File: config.mk
export PLATFORM = sky130hd
export DESIGN_NAME = lsu_input_sync_buffer
export DESIGN_NICKNAME = d
export VERILOG_FILES = /design/src/rtl/lsu_io_pkg.sv /design/src/rtl/io_sync_chain.sv /design/src/rtl/lsu_input_sync_buffer.sv
export SDC_FILE = /design/constraint.sdc
export NUM_CORES = 1
export LEC_CHECK = 0
export CAP_MARGIN = 20
export CORE_UTILIZATION = 40
export CTS_CLUSTER_DIAMETER = 200
export DETAILED_ROUTE_END_ITERATION = 10
export PLACE_DENSITY_LB_ADDON = 0.12
export SLEW_MARGIN = 20
export SYNTH_ARGS = -nofsm -noshare
export SYNTH_HDL_FRONTEND = slang
export SYNTH_SLANG_ARGS = --single-unit
File: constraint.sdc
create_clock -name i_clk -period 1.4 [get_ports i_clk]
set_input_delay 0.28 -clock i_clk [delete_from_list [all_inputs] [get_ports i_clk]]
set_output_delay 0.28 -clock i_clk [all_outputs]
set_load 0.03 [all_outputs]
File: src/rtl/lsu_io_pkg.sv
// Shared definitions for the LSU input peripheral: read-port word addresses
// and the read-data width.
package lsu_io_pkg;

  localparam int IO_DATA_W = 32;

  typedef enum logic [1:0] {
    IO_SW       = 2'd0,
    IO_BTN      = 2'd1,
    IO_BTN_FLAG = 2'd2,
    IO_RSVD     = 2'd3
  } io_addr_e;

endpackage

File: src/rtl/io_sync_chain.sv
// Generic multi-flop synchroniser. Each bit of din passes through STAGES
// flops before it appears on dout; all flops clear on async active-low reset.
module io_sync_chain #(
  parameter int WIDTH  = 1,
  parameter int STAGES = 2
) (
  input  logic             clk,
  input  logic             rst_n,
  input  logic [WIDTH-1:0] din,
  output logic [WIDTH-1:0] dout
);

  logic [WIDTH-1:0] stage_q [STAGES];

  // Shift the asynchronous input through the flop chain.
  always_ff @(posedge clk or negedge rst_n) begin
    if (!rst_n) begin
      for (int i = 0; i < STAGES; i++) stage_q[i] <= '0;
    end else begin
      stage_q[0] <= din;
      for (int i = 1; i < STAGES; i++) stage_q[i] <= stage_q[i-1];
    end
  end

  assign dout = stage_q[STAGES-1];

endmodule

File: src/rtl/lsu_input_sync_buffer.sv
// LSU input peripheral: synchronises switches and buttons, derives a button
// level (optionally debounced), keeps sticky rising-edge flags with
// read-to-clear, and serves a registered 32-bit read port.
// Optional feature macro: LSU_INPUT_DEBOUNCE_EN (per-button debounce counters).
module lsu_input_sync_buffer
  import lsu_io_pkg::*;
#(
  parameter int SW_WIDTH    = 32,
  parameter int BTN_WIDTH   = 4,
  parameter int SYNC_STAGES = 2,
  parameter int DB_CYCLES   = 16
) (
  input  logic                 i_clk,
  input  logic                 i_rst_n,
  input  logic [SW_WIDTH-1:0]  i_io_sw,
  input  logic [BTN_WIDTH-1:0] i_io_btn,
  input  logic                 i_rd_en,
  input  logic [1:0]           i_addr,
  output logic [31:0]          o_rdata,
  output logic                 o_rvalid,
  output logic                 o_btn_irq
);

  // Parameter range guard, evaluated at elaboration only.
  if (SW_WIDTH < 1 || SW_WIDTH > IO_DATA_W || BTN_WIDTH < 1 || BTN_WIDTH > IO_DATA_W ||
      SYNC_STAGES < 2 || DB_CYCLES < 1) begin : g_param_check
    $error("lsu_input_sync_buffer: parameter out of range");
  end

  logic [SW_WIDTH-1:0]  sw_s;
  logic [BTN_WIDTH-1:0] btn_s;
  logic [BTN_WIDTH-1:0] btn_lvl;
  logic [BTN_WIDTH-1:0] btn_prev;
  logic [BTN_WIDTH-1:0] btn_rise;
  logic [BTN_WIDTH-1:0] btn_flag;
  logic                 flag_clr;
  logic [IO_DATA_W-1:0] rd_word;
  logic [IO_DATA_W-1:0] rdata_p1;
  logic                 vld_p1;

  io_sync_chain #(.WIDTH(SW_WIDTH), .STAGES(SYNC_STAGES)) u_sw_sync (
    .clk   (i_clk),
    .rst_n (i_rst_n),
    .din   (i_io_sw),
    .dout  (sw_s)
  );

  io_sync_chain #(.WIDTH(BTN_WIDTH), .STAGES(SYNC_STAGES)) u_btn_sync (
    .clk   (i_clk),
    .rst_n (i_rst_n),
    .din   (i_io_btn),
    .dout  (btn_s)
  );

`ifdef LSU_INPUT_DEBOUNCE_EN
  localparam int CNT_W = $clog2(DB_CYCLES + 1);
  localparam logic [CNT_W-1:0] CNT_LAST = CNT_W'(DB_CYCLES - 1);

  logic [CNT_W-1:0] db_cnt [BTN_WIDTH];

  // Debounce: the level follows btn_s only after DB_CYCLES consecutive cycles of disagreement.
  always_ff @(posedge i_clk or negedge i_rst_n) begin
    if (!i_rst_n) begin
      btn_lvl <= '0;
      for (int i = 0; i < BTN_WIDTH; i++) db_cnt[i] <= '0;
    end else begin
      for (int i = 0; i < BTN_WIDTH; i++) begin
        if (btn_s[i] == btn_lvl[i]) begin
          db_cnt[i] <= '0;
        end else if (db_cnt[i] == CNT_LAST) begin
          btn_lvl[i] <= ~btn_lvl[i];
          db_cnt[i]  <= '0;
        end else begin
          db_cnt[i] <= db_cnt[i] + CNT_W'(1);
        end
      end
    end
  end
`else
  // No debounce: the level is the synchronised button delayed by one cycle.
  always_ff @(posedge i_clk or negedge i_rst_n) begin
    if (!i_rst_n) btn_lvl <= '0;
    else          btn_lvl <= btn_s;
  end
`endif

  assign btn_rise = btn_lvl & ~btn_prev;
  assign flag_clr = i_rd_en && (i_addr == IO_BTN_FLAG);

  // Edge capture: a rising edge on the same cycle as a clearing read keeps the flag set.
  always_ff @(posedge i_clk or negedge i_rst_n) begin
    if (!i_rst_n) begin
      btn_prev <= '0;
      btn_flag <= '0;
    end else begin
      btn_prev <= btn_lvl;
      btn_flag <= (flag_clr ? '0 : btn_flag) | btn_rise;
    end
  end

  assign o_btn_irq = |btn_flag;

  // Read word select; unused upper bits are zero.
  always_comb begin
    rd_word = '0;
    case (i_addr)
      IO_SW:       rd_word[SW_WIDTH-1:0]  = sw_s;
      IO_BTN:      rd_word[BTN_WIDTH-1:0] = btn_lvl;
      IO_BTN_FLAG: rd_word[BTN_WIDTH-1:0] = btn_flag;
      default:     rd_word = '0;
    endcase
  end

  // ---- stage p1: registered read data and its valid ----
  always_ff @(posedge i_clk or negedge i_rst_n) begin
    if (!i_rst_n) begin
      rdata_p1 <= '0;
      vld_p1   <= 1'b0;
    end else begin
      vld_p1 <= i_rd_en;
      if (i_rd_en) rdata_p1 <= rd_word;
    end
  end

  assign o_rdata  = rdata_p1;
  assign o_rvalid = vld_p1;

endmodule

Yosys cells after proc, flatten, opt, wreduce, memory -nomap -nowiden
Cells that the tools add are included.
{"block": "op_classes", "n_eq_ne": 2, "n_mux": 3, "n_bitwise": 3, "n_reduce_logical": 3}
{"cell": "two-way mux 28 bit", "count": 1}
{"cell": "one-hot mux 4 bit (3 select lines)", "count": 1}
{"cell": "AND 4 bit", "count": 1}
{"cell": "two-way mux 4 bit", "count": 1}
{"cell": "inverter 4 bit", "count": 1}
{"cell": "bitwise OR 4 bit", "count": 1}
{"cell": "OR reduction 4 bit", "count": 1}
{"cell": "== test 2 x 1 -> 1 bit (second input constant)", "count": 1}
{"cell": "== test 2 bit (second input constant)", "count": 1}
{"cell": "zero test 2 bit", "count": 1}
{"cell": "logical AND 1 bit", "count": 1}
{"block": "totals", "regBits": 117, "in_bits": 41}

Longest topological paths before layout
Gate-level depths: netlist (run 1).
{"block": "logic_depth", "depth_word": 4, "ltp_mapped": 4}

Hierarchy
A second synthesis (run 1) with hierarchy kept.
{"block": "unflattened", "hier_cells": 216, "hier_area_um2": 3731.1}
{"mod": "io_sync_chain (u_sw_sync)", "n_inst": 1, "cells_per_inst": 96, "area_each_um2": 1841.8, "seq_area_each_um2": 1601.5}
{"mod": "lsu_input_sync_buffer", "n_inst": 1, "cells_per_inst": 108, "area_each_um2": 1659.1, "seq_area_each_um2": 1126.1}
{"mod": "io_sync_chain (u_btn_sync)", "n_inst": 1, "cells_per_inst": 12, "area_each_um2": 230.2, "seq_area_each_um2": 200.2}

Worst setup path before layout (run 1)
Ideal clock, no wire load.
{"block": "synth_path", "kind": "flip-flop to output port", "from": "register btn_flag[0]", "to": "output o_btn_irq", "t_arrival_ps": 1047, "required_ps": 1120, "setup_slack_ps": 73, "stages_incl_launch_ff": 2, "n_path_buf": 0, "path_cell_list": "dfrtp_1 or4_1"}
{"block": "synth_via", "elab_chain_len": 1}
{"item": "from (decl)", "line": "lsu_input_sync_buffer.sv:35", "source": "logic [BTN_WIDTH-1:0] btn_flag;"}
{"item": "from (signal assigned)", "line": "lsu_input_sync_buffer.sv:97", "source": "btn_flag <= (flag_clr ? '0 : btn_flag) | btn_rise;"}
{"item": "OR reduction 4 bit", "line": "lsu_input_sync_buffer.sv:101", "source": "assign o_btn_irq = |btn_flag;"}
{"item": "to (decl)", "line": "lsu_input_sync_buffer.sv:21", "source": "output logic o_btn_irq"}
No other way between the ends.

Final worst setup path (run 1)
{"block": "layout_path", "from": "register btn_flag[1]", "to": "output o_btn_irq"}
The elaborated chain is that of the path after synthesis.

==> impl_metrics.env, run 1 <==
export IMPL_criticalPathCategory="register to primary output"
export IMPL_drc_errors=0
export IMPL_die_y_um=95.1
export IMPL_cts_tree="yes"
export IMPL_slew_violations=0
export IMPL_pwr_share_seq_pct=43.3
export IMPL_cts_root_buffer="clkbuf_8"
export IMPL_drtIter0Drc=53
export IMPL_antenna_found_initial=0
export IMPL_h_tree_depth=4
export IMPL_synth_avg_cell_area_sq_um=19.2
export IMPL_grt_max_degree=32
export IMPL_hold_viol_final=0
export IMPL_synth_main_ff_cell="dfrtp_1"
export IMPL_netSwitchingFraction_pct=20.9
export IMPL_vias=1819
export IMPL_p_int_uw=6660
export IMPL_wl_um=5850
export IMPL_critical_path_top_delay_family="simple AND/OR/NAND/NOR gates"
export IMPL_tightest_slew_ps=528
export IMPL_critPathMaxFanout=2
export IMPL_endpoint_kind="primary output"
export IMPL_route_detailed_wl_per_inst_um=14.7
export IMPL_clk_latency_ps=490
export IMPL_start_util_pct=41.8
export IMPL_synthTopCellsByArea="dfrtp_1 (84%), a22o_1 (4.5%), a22o_2 (4.0%), buf_6 (1.3%), mux2i_1 (1.2%)"
export IMPL_nets=323
export IMPL_ioPinCount=75
export IMPL_ir_worst_vdd_mv=1.12
export IMPL_p_per_area_mw_per_mm2=1720
export IMPL_setup_violations=1
export IMPL_synth_most_common_cell="dfrtp_1"
export IMPL_cp_slowest_stage_delay_ps=530
export IMPL_cp_arrival_ps=1540
export IMPL_hold_path_class="input port to register"
export IMPL_synth_edf_count=0
export IMPL_fin_crit_sh_pct=130
export IMPL_ys_seq_area_share_pct=84.4
export IMPL_pre_cts_ws_ps=-342
export IMPL_yosysWarnings=0
export IMPL_power_switching_uw=1770
export IMPL_areaGrowthSynthToFinish_pct=41.3
export IMPL_firstDrtPassIters=4
export IMPL_setup_tns_ps=-423
export IMPL_grt_first_pass_wirelength_um=9780
export IMPL_path_cells="or4_1, buf_6"
export IMPL_n_antenna_cell=0
export IMPL_violations="setup timing"
export IMPL_synth_nets=222
export IMPL_drive_gt1_share_pct=32.1
export IMPL_slew_headroom_pct=64.8
export IMPL_cts_buffers=17
export IMPL_status="finished with violations"
export IMPL_core_area_sq_mm=0.00830
export IMPL_die_area_sq_mm=0.00904
export IMPL_clock_tree_buffer_depth=2
export IMPL_power_frac_clock_pct=49.9
export IMPL_rsz0062_at_grt="true"
export IMPL_gr_total_overflow=0
export IMPL_syn_area_sq_mm=0.00347
export IMPL_timing_fmax_mhz=549
export IMPL_fillers=627
export IMPL_std_cell_rows=33
export IMPL_globalplace_congestion=0.683
export IMPL_worst_path_buf_inv=1
export IMPL_cpMaxStageDelayCell="or4_1"
export IMPL_synth_cell_type_count=15
export IMPL_cap_violations=0
export IMPL_yosysTopAreaCellShare_pct=84.4
export IMPL_synthCells=181
export IMPL_hpwl_um=3610
export IMPL_critPathRequiredTime_ps=1120
export IMPL_synth_common_cells="dfrtp_1 (117), a22o_1 (18), a22o_2 (14)"
export IMPL_ys_ff_latch=117
export IMPL_grt_pass1_vias=1953
export IMPL_min_period_ps=1820
export IMPL_startpoint_type="register"
export IMPL_finalClockSkew_ps=6.04
export IMPL_clkTransAtPathRegs_ps=50
export IMPL_cts_sinks=117
export IMPL_ant_nets=0
export IMPL_cts_setup_buffers=0
export IMPL_viasPerCell=4.57
export IMPL_synthArstFlopShare_pct=100
export IMPL_globalRouteTotalUtil_pct=15.2
export IMPL_leakagePower_uw=0.00233
export IMPL_port_buffers=74
export IMPL_p_comb_share_pct=6.8
export IMPL_die_w_um=95.1
export IMPL_yosysTopAreaCell="dfrtp_1"
export IMPL_layout_setup_ws_ps=-423
## power by group through the flow
| stage | Clock, uW | Sequential, uW | Combinational (uW) |
|---|---|---|---|
| floorplan | 0 | 3820 | 128 |
| global placement | 0 | 3700 | 636 |
| detailed placement | 0 | 3710 | 641 |
| CTS | 4270 | 3650 | 590 |
| global route | 4440 | 3670 | 630 |
| finish | 4200 | 3650 | 577 |
## state kept, by name, summed over array words and instances, names as in the netlist, 4 cells and up
register	flops
u_btn_sync.dout	4
u_btn_sync.stage_q	4
btn_prev	4
btn_flag	4
u_sw_sync.dout	32
o_rdata	32
u_sw_sync.stage_q	32
btn_lvl	4
## worst reg2reg max path, delay by kind of cell, from the launching register on
| kind | cells | cell delay [ps] |
|---|---|---|
| compound gates | 1 | 120 |
| simple gates | 1 | 80 |
| flops | 1 | 370 |
| buf+inv | 1 | 130 |
## worst paths after layout
path	startpoint	to	slack, ps	cells after the start
max	btn_flag[1]$_DFF_PN0_	o_btn_irq	-420	2
min	i_io_sw[16]	u_sw_sync.stage_q[48]$_DFF_PN0_	220	1
max reg2reg	btn_flag[1]$_DFF_PN0_	o_rdata[1]$_DFFE_PN0P_	560	3
min reg2reg	u_sw_sync.stage_q[34]$_DFF_PN0_	u_sw_sync.dout[2]$_DFF_PN0_	340	0
max in group asynchronous	i_rst_n	u_sw_sync.stage_q[34]$_DFF_PN0_	600	3
min in group asynchronous	i_rst_n	o_rdata[8]$_DFFE_PN0P_	270	2
## cell families (layout without fill, tap and decap cells)
group                  after synthesis  count (layout)  share of synthesized area [%]
AOI/OAI and AO/OA                   36              36                           9.60
DFF                                117             117                           84.4
and+or+nand+nor                      8               8                           2.17
buffers and inverters               16             128                           2.63
muxes                                4               4                           1.15
## routing by layer
layer  routed length [um]  vias to the layer above  GRT usage [%]  part of all wire (%)
met5                    0                        -              0                     0
met4                   92                        0           6.82                   1.6
met3                  373                       10           7.10                   6.4
met2                 2750                       56           22.0                    47
met1                 2640                      918           19.4                    45
li1                     -                      835              -                     -
## layout make-up
class                           count  area, sq um  area share (%)
Clock buffer                       21          459            9.37
Tap cell                          105          131            2.68
Clock inverter                      9          128            2.60
Timing Repair Buffer               89          772            15.8
Sequential cell                   117         2930            59.8
Inverter                            9         33.8           0.689
Multi-Input combinational cell     48          448            9.14
## cells in the final DEF (no fill, tap or decap), types with 3 or more instances in the layout
master           instances
mux2i_1                  4
bufinv_16                3
clkinv_2                 3
dfrtp_1                117
a22o_2                  14
inv_1                    8
buf_2                   30
a22o_1                  18
clkdlybuf4s50_1         39
buf_12                   6
clkinvlp_4               3
o221ai_1                 4
buf_4                   12
nand4b_1                 4
clkbuf_8                 4
clkbuf_16               16
## what timing repair did
item                       CTS  global route
setup endpoints to repair   32             2
hold buffers                 1             0
resized for setup          162             2
hold endpoints to repair    27             0
pin swaps                    1             0
## metrics by stage
| stage | utilization [%] | instances | cell area, sq um | hold WS (ps) | power (uW) |
|---|---|---|---|---|---|
| 2_1_floorplan | - | 181 | 3470 | -15.6 | 3950 |
| 3_3_place_gp | 53.7 | 367 | 4450 | 261 | 4340 |
| 3_5_place_dp | 53.7 | 367 | 4450 | 264 | 4350 |
| 4_1_cts | 59.0 | 398 | 4900 | 200 | 8520 |
| 5_1_grt | 59.0 | 398 | 4900 | 199 | 8740 |
| 6_report | 59.0 | 398 | 4900 | 224 | 8430 |
No activity file was read; power rests on OpenSTA's default activity.
==> inputs of run 2 (changes only) <==
HOLD_SLACK_MARGIN = 0.03   (was not set)
==> results of run 2 <==
No change in the layout: final DEF, timing and power equal those of run 1.
==> inputs of run 3 (changes only) <==
CORE_MARGIN = 5   (was not set)
==> run 3 against run 2 <==
The flow still finishes with violations (setup timing). Largest power group unchanged. Wire length decreased by 1.1%. Utilization decreased by 1.9 points. Setup slack improved by 8.0 ps. Design area increased by 0.15%. Critical path type unchanged.
==> impl_metrics.env, run 3 (synthesis results as in run 1) <==
export IMPL_hpwl_um=3530
export IMPL_setup_violations=1
export IMPL_grt_max_degree=76
export IMPL_clk_latency_ps=480
export IMPL_tightest_slew_ps=522
export IMPL_whs_path_depth=1
export IMPL_core_area_sq_mm=0.00859
export IMPL_cts_setup_buffers=0
export IMPL_rr_startpoint="btn_flag[2]$_DFF_PN0_"
export IMPL_p_per_area_mw_per_mm2=1800
export IMPL_rr_worst_depth=3
export IMPL_die_w_um=103
export IMPL_whs_endpoint="u_sw_sync.stage_q[46]$_DFF_PN0_"
export IMPL_final_cell_mix="dfrtp_1 (117), clkdlybuf4s50_1 (39), buf_2 (28), a22o_1 (18), clkbuf_16 (16)"
export IMPL_clock_tree_buffer_depth=2
export IMPL_drtIter0Drc=36
export IMPL_n_antenna_cell=0
export IMPL_status="finished with violations"
export IMPL_finalClockSkew_ps=4.41
export IMPL_h_tree_depth=4
export IMPL_critPathRequiredTime_ps=1120
export IMPL_criticalPathCategory="register to primary output"
export IMPL_slew_violations=0
export IMPL_firstDrtPassIters=4
export IMPL_layout_commonest_cell="dfrtp_1"
export IMPL_drc_errors=0
export IMPL_cts_sinks=117
export IMPL_gr_total_overflow=0
export IMPL_hold_viol_final=0
export IMPL_cts_buffers=17
export IMPL_leakagePower_uw=0.00234
export IMPL_antenna_found_initial=0
export IMPL_startpoint_type="register"
export IMPL_pre_cts_ws_ps=-354
export IMPL_rsz0062_at_grt="true"
export IMPL_layout_setup_ws_ps=-415
export IMPL_grt_pass1_vias=1920
export IMPL_die_area_sq_mm=0.0106
export IMPL_fin_crit_sh_pct=130
export IMPL_timing_fmax_mhz=551
export IMPL_std_cell_rows=34
export IMPL_grt_first_pass_wirelength_um=9800
export IMPL_ioPinCount=75
export IMPL_worstReg2RegEnd="o_rdata[2]$_DFFE_PN0P_"
export IMPL_vias=1800
export IMPL_cp_arrival_ps=1530
export IMPL_route_detailed_wl_per_inst_um=14.5
export IMPL_violations="setup timing"
export IMPL_viasPerCell=4.50
export IMPL_areaGrowthSynthToFinish_pct=41.5
export IMPL_ir_worst_vdd_mv=1.13
export IMPL_start_util_pct=40.3
export IMPL_cts_tree="yes"
export IMPL_port_buffers=74
export IMPL_globalplace_congestion=0.682
export IMPL_nets=321
export IMPL_hold_path_class="input port to register"
export IMPL_cts_root_buffer="clkbuf_8"
export IMPL_die_y_um=103
export IMPL_worstHoldStart="i_io_sw[14]"
export IMPL_rrSetupSlack_ps=570
export IMPL_drive_gt1_share_pct=31.5
export IMPL_post_route_util_pct=57.1
export IMPL_wl_um=5790
export IMPL_critPathMaxFanout=2
export IMPL_slew_headroom_pct=65.1
export IMPL_min_period_ps=1810
export IMPL_endpoint_kind="primary output"
export IMPL_cap_violations=0
export IMPL_ant_nets=0
export IMPL_fillers=675
export IMPL_clkTransAtPathRegs_ps=50
export IMPL_globalRouteTotalUtil_pct=12.5
[run 3: changes by cell type in the layout (fill, tap and decap cells not counted), sizes merged]
cell	previous run	this run
bufinv	3	5
clkinv	3	1
clkinvlp	3	2
clkbuf	21	24
buf	49	46
[run 3: how the worst max path moves through the flow]
stage | start | end | slack, ps | cells after the start
global placement | btn_flag[0]$_DFF_PN0_ | o_btn_irq | -340 | 2
floorplan | btn_flag[0]$_DFF_PN0_ | o_btn_irq | 70 | 1
finish | btn_flag[1]$_DFF_PN0_ | o_btn_irq | -410 | 2
global route | btn_flag[1]$_DFF_PN0_ | o_btn_irq | -470 | 2
detailed placement | btn_flag[0]$_DFF_PN0_ | o_btn_irq | -350 | 2
CTS | btn_flag[1]$_DFF_PN0_ | o_btn_irq | -450 | 2
[run 3: critical path, stage by stage, from the launching register on]
cell and delay, ps:
dfrtp_1 370, or4_1 530, buf_6 160
[run 3: layer usage]
layer | vias to the layer above | wire length (um) | global-route usage [%]
li1 | 833 | - | -
met1 | 916 | 2640 | 17.1
met2 | 49 | 2720 | 17.6
met3 | 2 | 402 | 6.09
met4 | 0 | 29 | 4.48
met5 | - | 0 | 0
[run 3: stage by stage]
step,instances,hold slack [ps],setup TNS [ps],total power [uW],cell area (sq um)
6_report,400,229,-415,8830,4910
5_1_grt,400,195,-473,9180,4910
4_1_cts,400,202,-451,8940,4890
3_5_place_dp,368,335,-4300,4330,4400
3_3_place_gp,368,330,-4460,4320,4400
2_1_floorplan,181,-15.6,0,3950,3470
[run 3: final cells by class]
cell class | count | area [sq um] | share of cell area (%)
flip-flops and latches | 117 | 2930 | 59.7
repair buffers | 87 | 716 | 14.6
clock buffers | 23 | 477 | 9.71
multi-input cells | 48 | 448 | 9.13
clock inverters | 8 | 170 | 3.47
well taps | 108 | 135 | 2.75
inverters | 9 | 33.8 | 0.688
[run 3: power by group]
part	internal [uW]	switching (uW)
Sequential	3580	70.6
Combinational	252	306
Clock	3250	1370
[run 3: repair_timing]
| item | CTS | global route |
|---|---|---|
| hold buffers | 1 | 0 |
| endpoints found under the hold margin | 117 | 0 |
| endpoints found under the setup margin | 34 | 6 |
| pin swaps | 1 | 0 |
| resized for setup | 172 | 10 |
